<file path="config.mk">
export PLATFORM = sky130hd
export DESIGN_NAME = imem_loader
export DESIGN_NICKNAME = d
export VERILOG_FILES = /design/src/rtl/imem_loader_pkg.sv /design/src/rtl/imem_loader_byte_packer.sv /design/src/rtl/imem_loader.sv
export SDC_FILE = /design/constraint.sdc
export NUM_CORES = 1
export LEC_CHECK = 0
export ABC_AREA = 1
export BUFFER_PORTS_ARGS = -buffer_cell sky130_fd_sc_hd__buf_2
export CAP_MARGIN = 30
export CORE_ASPECT_RATIO = 1.1
export CORE_MARGIN = 2
export CORE_UTILIZATION = 45
export CTS_BUF_LIST = sky130_fd_sc_hd__clkbuf_4 sky130_fd_sc_hd__clkbuf_8
export DETAILED_ROUTE_END_ITERATION = 8
export GPL_TIMING_DRIVEN = 0
export PLACE_DENSITY_LB_ADDON = 0.1
export SETUP_SLACK_MARGIN = 0.1
export SLEW_MARGIN = 20
export SYNTH_ARGS = -nofsm -noshare
export SYNTH_HDL_FRONTEND = slang
export SYNTH_HIERARCHICAL = 1
export SYNTH_SLANG_ARGS = --single-unit
</file>
<file path="constraint.sdc">
create_clock -name clk -period 3.3 [get_ports clk]
set_clock_uncertainty 0.05 [all_clocks]
set_input_delay 0.165 -clock clk [delete_from_list [all_inputs] [get_ports clk]]
set_output_delay 0.165 -clock clk [all_outputs]
set_load 0.02 [all_outputs]
</file>
<file path="src/rtl/imem_loader_pkg.sv">
// rtl/imem_loader_pkg.sv - shared types and constants for the instruction memory loader
package imem_loader_pkg;
  typedef enum logic [2:0] {
    S_IDLE,
    S_LEN,
    S_DATA,
    S_WRITE,
    S_DONE,
    S_ERR
  } state_t;

  localparam int IMEM_DEPTH     = 64;
  localparam int IMEM_ADDR_W    = $clog2(IMEM_DEPTH);
  localparam int BYTES_PER_WORD = 4;
endpackage

</file>
<file path="src/rtl/imem_loader_byte_packer.sv">
// rtl/imem_loader_byte_packer.sv - 2-bit byte counter and little-endian word assembler
module byte_packer
  import imem_loader_pkg::*;
(
  input  logic        clk,
  input  logic        reset,
  input  logic        shift,
  input  logic [7:0]  byte_in,
  output logic [31:0] word,
  output logic        word_valid
);
  logic [1:0]  cnt;
  logic [31:0] sr;

  // word is the fully assembled value in the cycle the last byte is accepted
  assign word       = {byte_in, sr[31:8]};
  assign word_valid = shift && (cnt == 2'(BYTES_PER_WORD - 1));

  always_ff @(posedge clk or posedge reset) begin
    if (reset) begin
      cnt <= '0;
      sr  <= '0;
    end else if (shift) begin
      cnt <= cnt + 2'd1;
      sr  <= word;
    end
  end
endmodule

</file>
<file path="src/rtl/imem_loader.sv">
// rtl/imem_loader.sv - boot-time byte-stream loader that writes the instruction RAM
module imem_loader
  import imem_loader_pkg::*;
#(
  parameter int DEPTH = IMEM_DEPTH
) (
  input  logic        clk,
  input  logic        reset,
  input  logic        start,
  input  logic [7:0]  byte_in,
  input  logic        byte_valid,
  output logic        byte_ready,
  output logic        imem_we,
  output logic [31:0] imem_a,
  output logic [31:0] imem_wd,
  output logic        cpu_hold,
  output logic        done,
  output logic        err
);
  localparam int AW = (DEPTH > 1) ? $clog2(DEPTH) : 1;

  state_t          state, state_n;
  logic [AW-1:0]   word_idx, last_idx;
  logic            accept, word_valid, len_ok;
  logic [31:0]     word;
  logic            byte_ready_n, imem_we_n, cpu_hold_n, done_n, err_n;
  logic [31:0]     imem_a_n, imem_wd_n;

  assign accept = byte_valid && byte_ready;
  assign len_ok = (word != 32'd0) && (word <= 32'(DEPTH));

  byte_packer u_packer (
    .clk        (clk),
    .reset      (reset),
    .shift      (accept),
    .byte_in    (byte_in),
    .word       (word),
    .word_valid (word_valid)
  );

  always_ff @(posedge clk or posedge reset) begin
    if (reset) begin
      state      <= S_IDLE;
      word_idx   <= '0;
      last_idx   <= '0;
      byte_ready <= 1'b0;
      imem_we    <= 1'b0;
      imem_a     <= '0;
      imem_wd    <= '0;
      cpu_hold   <= 1'b1;
      done       <= 1'b0;
      err        <= 1'b0;
    end else begin
      state      <= state_n;
      byte_ready <= byte_ready_n;
      imem_we    <= imem_we_n;
      imem_a     <= imem_a_n;
      imem_wd    <= imem_wd_n;
      cpu_hold   <= cpu_hold_n;
      done       <= done_n;
      err        <= err_n;
      // last_idx holds N-1 so the final-word test needs no wider compare
      if (state == S_LEN && word_valid && len_ok) begin
        last_idx <= AW'(word - 32'd1);
        word_idx <= '0;
      end else if (state == S_WRITE && state_n == S_DATA) begin
        word_idx <= word_idx + AW'(1);
      end
    end
  end

  always_comb begin
    state_n = state;
    case (state)
      S_IDLE:  if (start) state_n = S_LEN;
      S_LEN:   if (word_valid) state_n = len_ok ? S_DATA : S_ERR;
      S_DATA:  if (word_valid) state_n = S_WRITE;
      S_WRITE: state_n = (word_idx == last_idx) ? S_DONE : S_DATA;
      S_DONE:  if (start) state_n = S_LEN;
      S_ERR:   if (start) state_n = S_LEN;
      default: state_n = S_IDLE;
    endcase
  end

  // Outputs are decoded from the next state so every one of them is a flop
  always_comb begin
    byte_ready_n = (state_n == S_LEN) || (state_n == S_DATA);
    imem_we_n    = (state_n == S_WRITE);
    imem_a_n     = imem_a;
    imem_wd_n    = imem_wd;
    if (state_n == S_WRITE) begin
      imem_a_n  = 32'({word_idx, 2'b00});
      imem_wd_n = word;
    end
    cpu_hold_n = (state_n != S_DONE);
    done_n     = (state_n == S_DONE);
    err_n      = (state_n == S_ERR);
  end
endmodule
</file>
==> flow_summary.toml, run 1 <==
[power]
ir_drop_mv = 0.381
clkPwrFrac_pct = 15.6
power_density_nw_per_um2 = 885
power_switching_mw = 1.88
p_leak_nw = 2.76
p_seq_share_pct = 40.7
p_int_mw = 2.43
swShare_pct = 43.7
power_frac_comb_pct = 43.7

[timing]
hold_violations = 0
clock.fmax_ghz = 0.437
fin_setup_tns_ns = 0
setup_viol = 0
worstMarginPinSlew_ns = 0.557
slew_viol_final = 0
period_share_pct = 69.3
fin_ws_ns = 1.01
min_period_ns = 2.29
grt_setup_unrepaired = "false"
relSlewSlack_pct = 62.8

[floorplanning]
pin_count = 81
core.rowCount = 36
start_util_pct = 46.1
die-area_um2 = 9760
die_h_um = 103
die_w_um = 94.4
core-area_um2 = 8780

[drt]
wl_um = 8580
vias = 3127
avgRoutedWirePerCell_um = 12.3
final_antenna_net_count = 0
drcViolationCount = 0
via_per_inst = 4.48
drtIter0Drc = 111
dr.pass1.iters = 4

[clock_tree]
ctsLongestPathBuffers = 2
cts_resized = 0
cts_setup_buffers = 0
insertion_delay_ns = 0.35
cts_buffers = 9
clock_sinks = 84
cts_tree = "done"
cts_root_buf = "clkbuf_8"
clkSlewWorstSetupHoldPaths_ns = 0.08
ctsHtreeMaxLevel = 3

[synth]
synth-seq-area-share_pct = 52.0
syn_area_um2 = 4050
syn-instance-count = 478
ys_top_cells_by_area = "dfrtp_1 (51%), nand2_1 (19%), buf_4 (7.1%)"
syn_avg_cell_area_um2 = 8.46
synth_cell_types = 27
ys_warn_count = 6
ys_seq_elements = 84
yosys.area.top_type = "dfrtp_1"
synth_top_area_share_pct = 51.3

[layout]
n_antenna_cell = 0
multi_input_area_um2 = 1460
drive_gt1_share_pct = 26.5
area_growth_pct = 20.4
fillers = 883
nNetsFinal = 595
seqCellArea_um2 = 2100

[worst_setup_path]
cp_max_fo = 10
crit_required_ns = 3.50
cp.arrival_ns = 2.48
cp_num_buf_inv = 6
crit_chain = "nand2_1, inv_1, buf_6, buf_4, nand2_1, inv_1, nand2_1, nor2_1, nand3_1, nor2_1, nand3_2, buf_4, o21ai_1, inv_1"
start_kind = "register"
max_stage_delay_ns = 0.35
cp_slowest_cell = "dfrtp_1"
cp-end-kind = "register"
critPathKind = "register to register"
cp_top_family = "buffers and inverters"

[place]
gp_congestion = 0.809
port_buffers = 54
place_ws_ns = 1.01
place.detailed.hpwl_um = 6410

[grt]
grt_pass1_wl_um = 14100
grt_pass1_vias = 2970
grt_util_all_layers_pct = 19.2
grt-ovfl-total = 0
grt_start_max_net_pins = 38
antenna_found_initial = 0

[outcome]
outcome = "completed"

[flow_run]
drv_cap = 0

[hold_path]
hp-class = "input port to register"
==> tightest hold or removal path, cell delays in order <==
cell and delay (ns):
buf_2 0.09, nor3_1 0.04, nor2_1 0.10, nand2_1 0.09
==> routing by layer <==
metal	global-route usage, %	part of all wire (%)
met5	0	0
met4	10.0	2.4
met1	24.0	43
met2	32.4	50
met3	3.12	4.1
==> cell families after synthesis <==
group | share of synthesized area (%)
adder cells (fa/ha/maj) | 1.24
other | 0.0927
AO/OA/AOI/OAI | 7.70
buffers and inverters | 14.2
XOR/XNOR | 1.08
AND/OR/NAND/NOR | 23.7
flip-flops | 52.0
==> metrics by stage <==
| stage | std cells | hold WS [ns] | utilization, % | total power [mW] | area, um2 |
|---|---|---|---|---|---|
| floorplan | 503 | 0.155 | - | 3.11 | 4140 |
| global placement | 671 | 0.336 | 51.8 | 3.62 | 4550 |
| detailed placement | 673 | 0.118 | 52.4 | 3.67 | 4600 |
| CTS | 698 | 0.124 | 55.4 | 4.37 | 4870 |
| global route | 698 | 0.166 | 55.4 | 4.68 | 4870 |
| finish | 698 | 0.136 | 55.4 | 4.31 | 4870 |
==> Yosys cell counts (all sizes together) <==
| master | number |
|---|---|
| a211oi | 1 |
| a21oi | 7 |
| buf | 47 |
| conb | 1 |
| dfrtp | 83 |
| dfstp | 1 |
| ha | 4 |
| inv | 50 |
| nand2 | 204 |
| nand3 | 7 |
| nand4 | 1 |
| nor2 | 26 |
| nor3 | 6 |
| o21ai | 35 |
| xor2 | 5 |
==> timing repair <==
item,CTS,global route
setup endpoints to repair,0,0
hold endpoints to repair,39,0
hold buffers,9,0
==> layout by cell type, fill, tap and decap left out, drive strengths merged <==
cell type and n:
clkinvlp 2, conb 26, clkbuf 12, dfrtp 83, dfstp 1, ha 4
a211oi 1, xor2 5, a21oi 7, clkinv 2, nand3 7, inv 50
nor2 26, nand2 204, o21ai 35, nor3 6, nand4 1, dlygate4sd3 9
buf 103
==> state kept, by name, indices dropped and copies added, names as in the netlist <==
register,flops
byte_ready,1
cpu_hold,1
done,1
err,1
imem_a,6
imem_wd,32
imem_we,1
last_idx,6
state,3
u_packer/cnt,2
u_packer/sr,24
word_idx,6
==> power groups by stage <==
stage	clock, mW	combinational (mW)	sequential, mW
floorplan	0	1.13	1.98
global placement	0	1.85	1.76
detailed placement	0	1.90	1.77
CTS	0.695	1.91	1.76
global route	0.734	2.14	1.81
finish	0.671	1.88	1.75
==> path summary, 6_finish.rpt <==
check | from | endpoint | slack (ns) | depth (start not counted)
max | byte_ready | last_idx[2] | 1.01 | 14
min | start | state[2] | 0.14 | 4
max reg2reg | byte_ready | last_idx[2] | 1.01 | 14
min reg2reg | imem_wd[15] | imem_wd[15] | 0.42 | 2
max in group asynchronous | reset | u_packer/sr[10] | 2.36 | 4
min in group asynchronous | reset | imem_wd[20] | 0.27 | 3
==> cell type report <==
| type | count | area share, % |
|---|---|---|
| Sequential cell | 84 | 43.2 |
| Multi-Input combinational cell | 322 | 30.0 |
| Timing Repair Buffer | 65 | 8.38 |
| Buffer | 47 | 7.81 |
| Inverter | 50 | 4.06 |
| Clock buffer | 12 | 3.13 |
| Tap cell | 114 | 2.93 |
| Clock inverter | 4 | 0.514 |
(Power assumes the default switching activity.)
==> run 2: changes to the inputs <==
--- a/config.mk
+++ b/config.mk
@@ -5,7 +5,7 @@
 export SDC_FILE = /design/constraint.sdc
 export NUM_CORES = 1
 export LEC_CHECK = 0
-export ABC_AREA = 1
+export ABC_AREA = 0
 export BUFFER_PORTS_ARGS = -buffer_cell sky130_fd_sc_hd__buf_2
 export CAP_MARGIN = 30
 export CORE_ASPECT_RATIO = 1.1
==> constraint.sdc (replaced) <==
create_clock -name clk -period 2.2 [get_ports clk]
set_clock_uncertainty 0.05 [all_clocks]
set_input_delay 0.11 -clock clk [delete_from_list [all_inputs] [get_ports clk]]
set_output_delay 0.11 -clock clk [all_outputs]
set_load 0.02 [all_outputs]
==> run 2 against run 1 <==
Against the previous run: the run now ends with setup timing left; fmax is 7.3% lower; via count is 19% lower; area after synthesis decreased by 3.8%; clock-buffer cell count decreased by 3; first-iteration DRC count up 18%; hold slack lost 0.094 ns; register-to-register slack worse by 1.3 ns; utilization up 4.0 points; die area is 3.7% lower; combinational power increased by 46%; sequential cell count stayed put; critical path type unchanged.
==> flow_summary.toml, run 2 <==
[layout]
layoutNonFillerInstCount = 525
drive_gt1_share_pct = 55.1
nNetsFinal = 425
regMostFlops = "imem_wd"
mostFrequentLayoutCells = "dfrtp_1 (82), buf_2 (55), buf_4 (49)"
area_growth_pct = 28.5
fin_area_um2 = 5000
final_core_util_pct = 59.5
reg_top3 = "imem_wd (32), u_packer/sr (24)"
largest_reg_flops = 32
final_common_cell = "dfrtp_1"
n_antenna_cell = 0
fillers = 712

[grt]
grt_pass1_wl_um = 12700
grt_pass1_vias = 2504
grt-ovfl-total = 0
antenna_found_initial = 0
grt_start_max_net_pins = 35
grt_util_all_layers_pct = 17.6

[power]
p_int_mw = 4.04
swShare_pct = 38.3
power_switching_mw = 2.51
p_leak_nw = 2.35
ir_drop_mv = 0.683
power_frac_comb_pct = 41.9
p_seq_share_pct = 42.5
clkPwrFrac_pct = 15.6
power_density_nw_per_um2 = 1310
p_total_mw = 6.56

[synth]
synth_compound_area_share_pct = 4.41
yosys.area_share.simple_pct = 6.91
synth_top_area_share_pct = 53.4
synth.most_common_cell = "dfrtp_1"
ys_seq_elements = 84
synth-adder-area-share_pct = 1.29
synth_cell_types = 43
syn_avg_cell_area_um2 = 13.4
synth_top_family_by_area = "multiplexers"
synth.area.mux_share_pct = 20.6
ys_top_cells_by_area = "dfrtp_1 (53%), mux2_2 (13%), mux2_4 (7.3%)"
synth-edff-count = 0
syn_area_um2 = 3890
synth_ff_type = "dfrtp_1"
yosys-top-cells-count = "dfrtp_1 (83), mux2_2 (45), buf_4 (35)"
yosys.area.top_type = "dfrtp_1"
synthArstFlopShare_pct = 100
ys_warn_count = 6
synth-seq-area-share_pct = 54.1
syn-instance-count = 290
synth-xor-area-share_pct = 3.60

[place]
placed_area_um2 = 4460
place_ws_ns = -0.577
place.detailed.hpwl_um = 5360
port_buffers = 54
gp_congestion = 0.737
dp.cells = 483

[timing]
hold_violations = 0
fin_setup_tns_ns = -3.18
fin_ws_ns = -0.266
slew_viol_final = 0
period_share_pct = 112
fin_hold_ws_ns = 0.0422
relSlewSlack_pct = 65.7
setup_viol = 18
worstMarginPinSlew_ns = 0.501
grt_setup_unrepaired = "true"
clock.fmax_ghz = 0.405
min_period_ns = 2.47

[drt]
drcViolationCount = 0
avgRoutedWirePerCell_um = 14.4
dr.pass1.iters = 4
vias = 2523
final_antenna_net_count = 0
via_per_inst = 4.81
wl_um = 7580
drtIter0Drc = 131

[floorplanning]
core.rowCount = 35
pin_count = 81
die-area_um2 = 9410
die_h_um = 102
die_w_um = 92.7
core-area_um2 = 8410
start_util_pct = 46.3

[worst_setup_path]
cp_slowest_cell = "or4b_4"
max_stage_delay_ns = 0.45
cp_top_family = "simple AND/OR/NAND/NOR gates"
cp-end-kind = "register"
cp_num_buf_inv = 1
crit_required_ns = 2.39
cp_max_fo = 5
start_kind = "register"
cp.arrival_ns = 2.66
crit_chain = "inv_2, ha_4, or4b_4, or3b_4, a211o_1, a311o_2, and2_1"
critPathKind = "register to register"

[clock_tree]
clkSlewWorstSetupHoldPaths_ns = 0.09
cts_buffers = 9
cts_tree = "done"
ctsHtreeMaxLevel = 3
clock_sinks = 84
cts_root_buf = "clkbuf_8"
insertion_delay_ns = 0.35
ctsLongestPathBuffers = 2

[outcome]
violations = "setup timing"
outcome = "finished, violations left"

[flow_run]
drv_cap = 0

[hold_path]
hp-class = "input port to register"
==> run 2: repair_timing <==
item                       4_1_cts  5_1_grt
setup endpoints to repair       57       57
pin swaps                        4        2
cloned                           1        0
hold endpoints to repair        44        0
hold buffers                     9        0
gates resized for setup         23       12
buffers inserted                10        6
==> run 2: worst min-delay path, delay by kind of cell <==
family   cells  cell delay [ns]
mux          1             0.13
buf+inv      2             0.18
==> run 2: path summary, 6_finish.rpt <==
| check | start | to | slack (ns) | cells past startpoint |
|---|---|---|---|---|
| max | u_packer/sr[8] | err | -0.27 | 7 |
| min | byte_in[4] | imem_wd[28] | 0.04 | 3 |
| max reg2reg | u_packer/sr[8] | err | -0.27 | 7 |
| min reg2reg | u_packer/cnt[0] | u_packer/cnt[0] | 0.44 | 1 |
| max in group asynchronous | reset | u_packer/sr[8] | 1.30 | 4 |
| min in group asynchronous | reset | imem_wd[12] | 0.22 | 3 |
==> run 2: logic make-up (layout without fill, tap and decap cells) <==
| logic type | Yosys count | in the layout |
|---|---|---|
| AOI/OAI and AO/OA | 22 | 22 |
| DFF | 84 | 84 |
| buffers and inverters | 48 | 147 |
| other | 1 | 26 |
| xor gates and xnor gates | 16 | 16 |
| adders and majority gates | 4 | 4 |
| muxes | 65 | 65 |
| and+or+nand+nor | 50 | 50 |
==> run 2: area by class of cell <==
type	count	area, um2	area share [%]
Sequential cell	84	2100	42.1
Multi-Input combinational cell	183	1640	32.8
Timing Repair Buffer	83	552	11.0
Clock buffer	9	124	2.48
Tap cell	111	139	2.78
Inverter	6	25.0	0.500
Clock inverter	7	58.8	1.18
Buffer	42	355	7.11
==> run 2: metal layers <==
layer,up-vias,global-route usage (%),part of all wire [%]
met4,0,6.79,1.2
met5,-,0,0
met2,63,29.9,51
met3,9,2.83,3.9
met1,1254,22.8,44
li1,1197,-,-
==> run 2: power by group through the flow <==
stage               combinational (mW)  sequential (mW)  clock [mW]
floorplan                         1.47             3.12           0
global placement                  2.49             2.81           0
detailed placement                2.53             2.82           0
CTS                               2.71             2.79        1.05
global route                      2.98             2.90        1.13
finish                            2.75             2.79        1.02
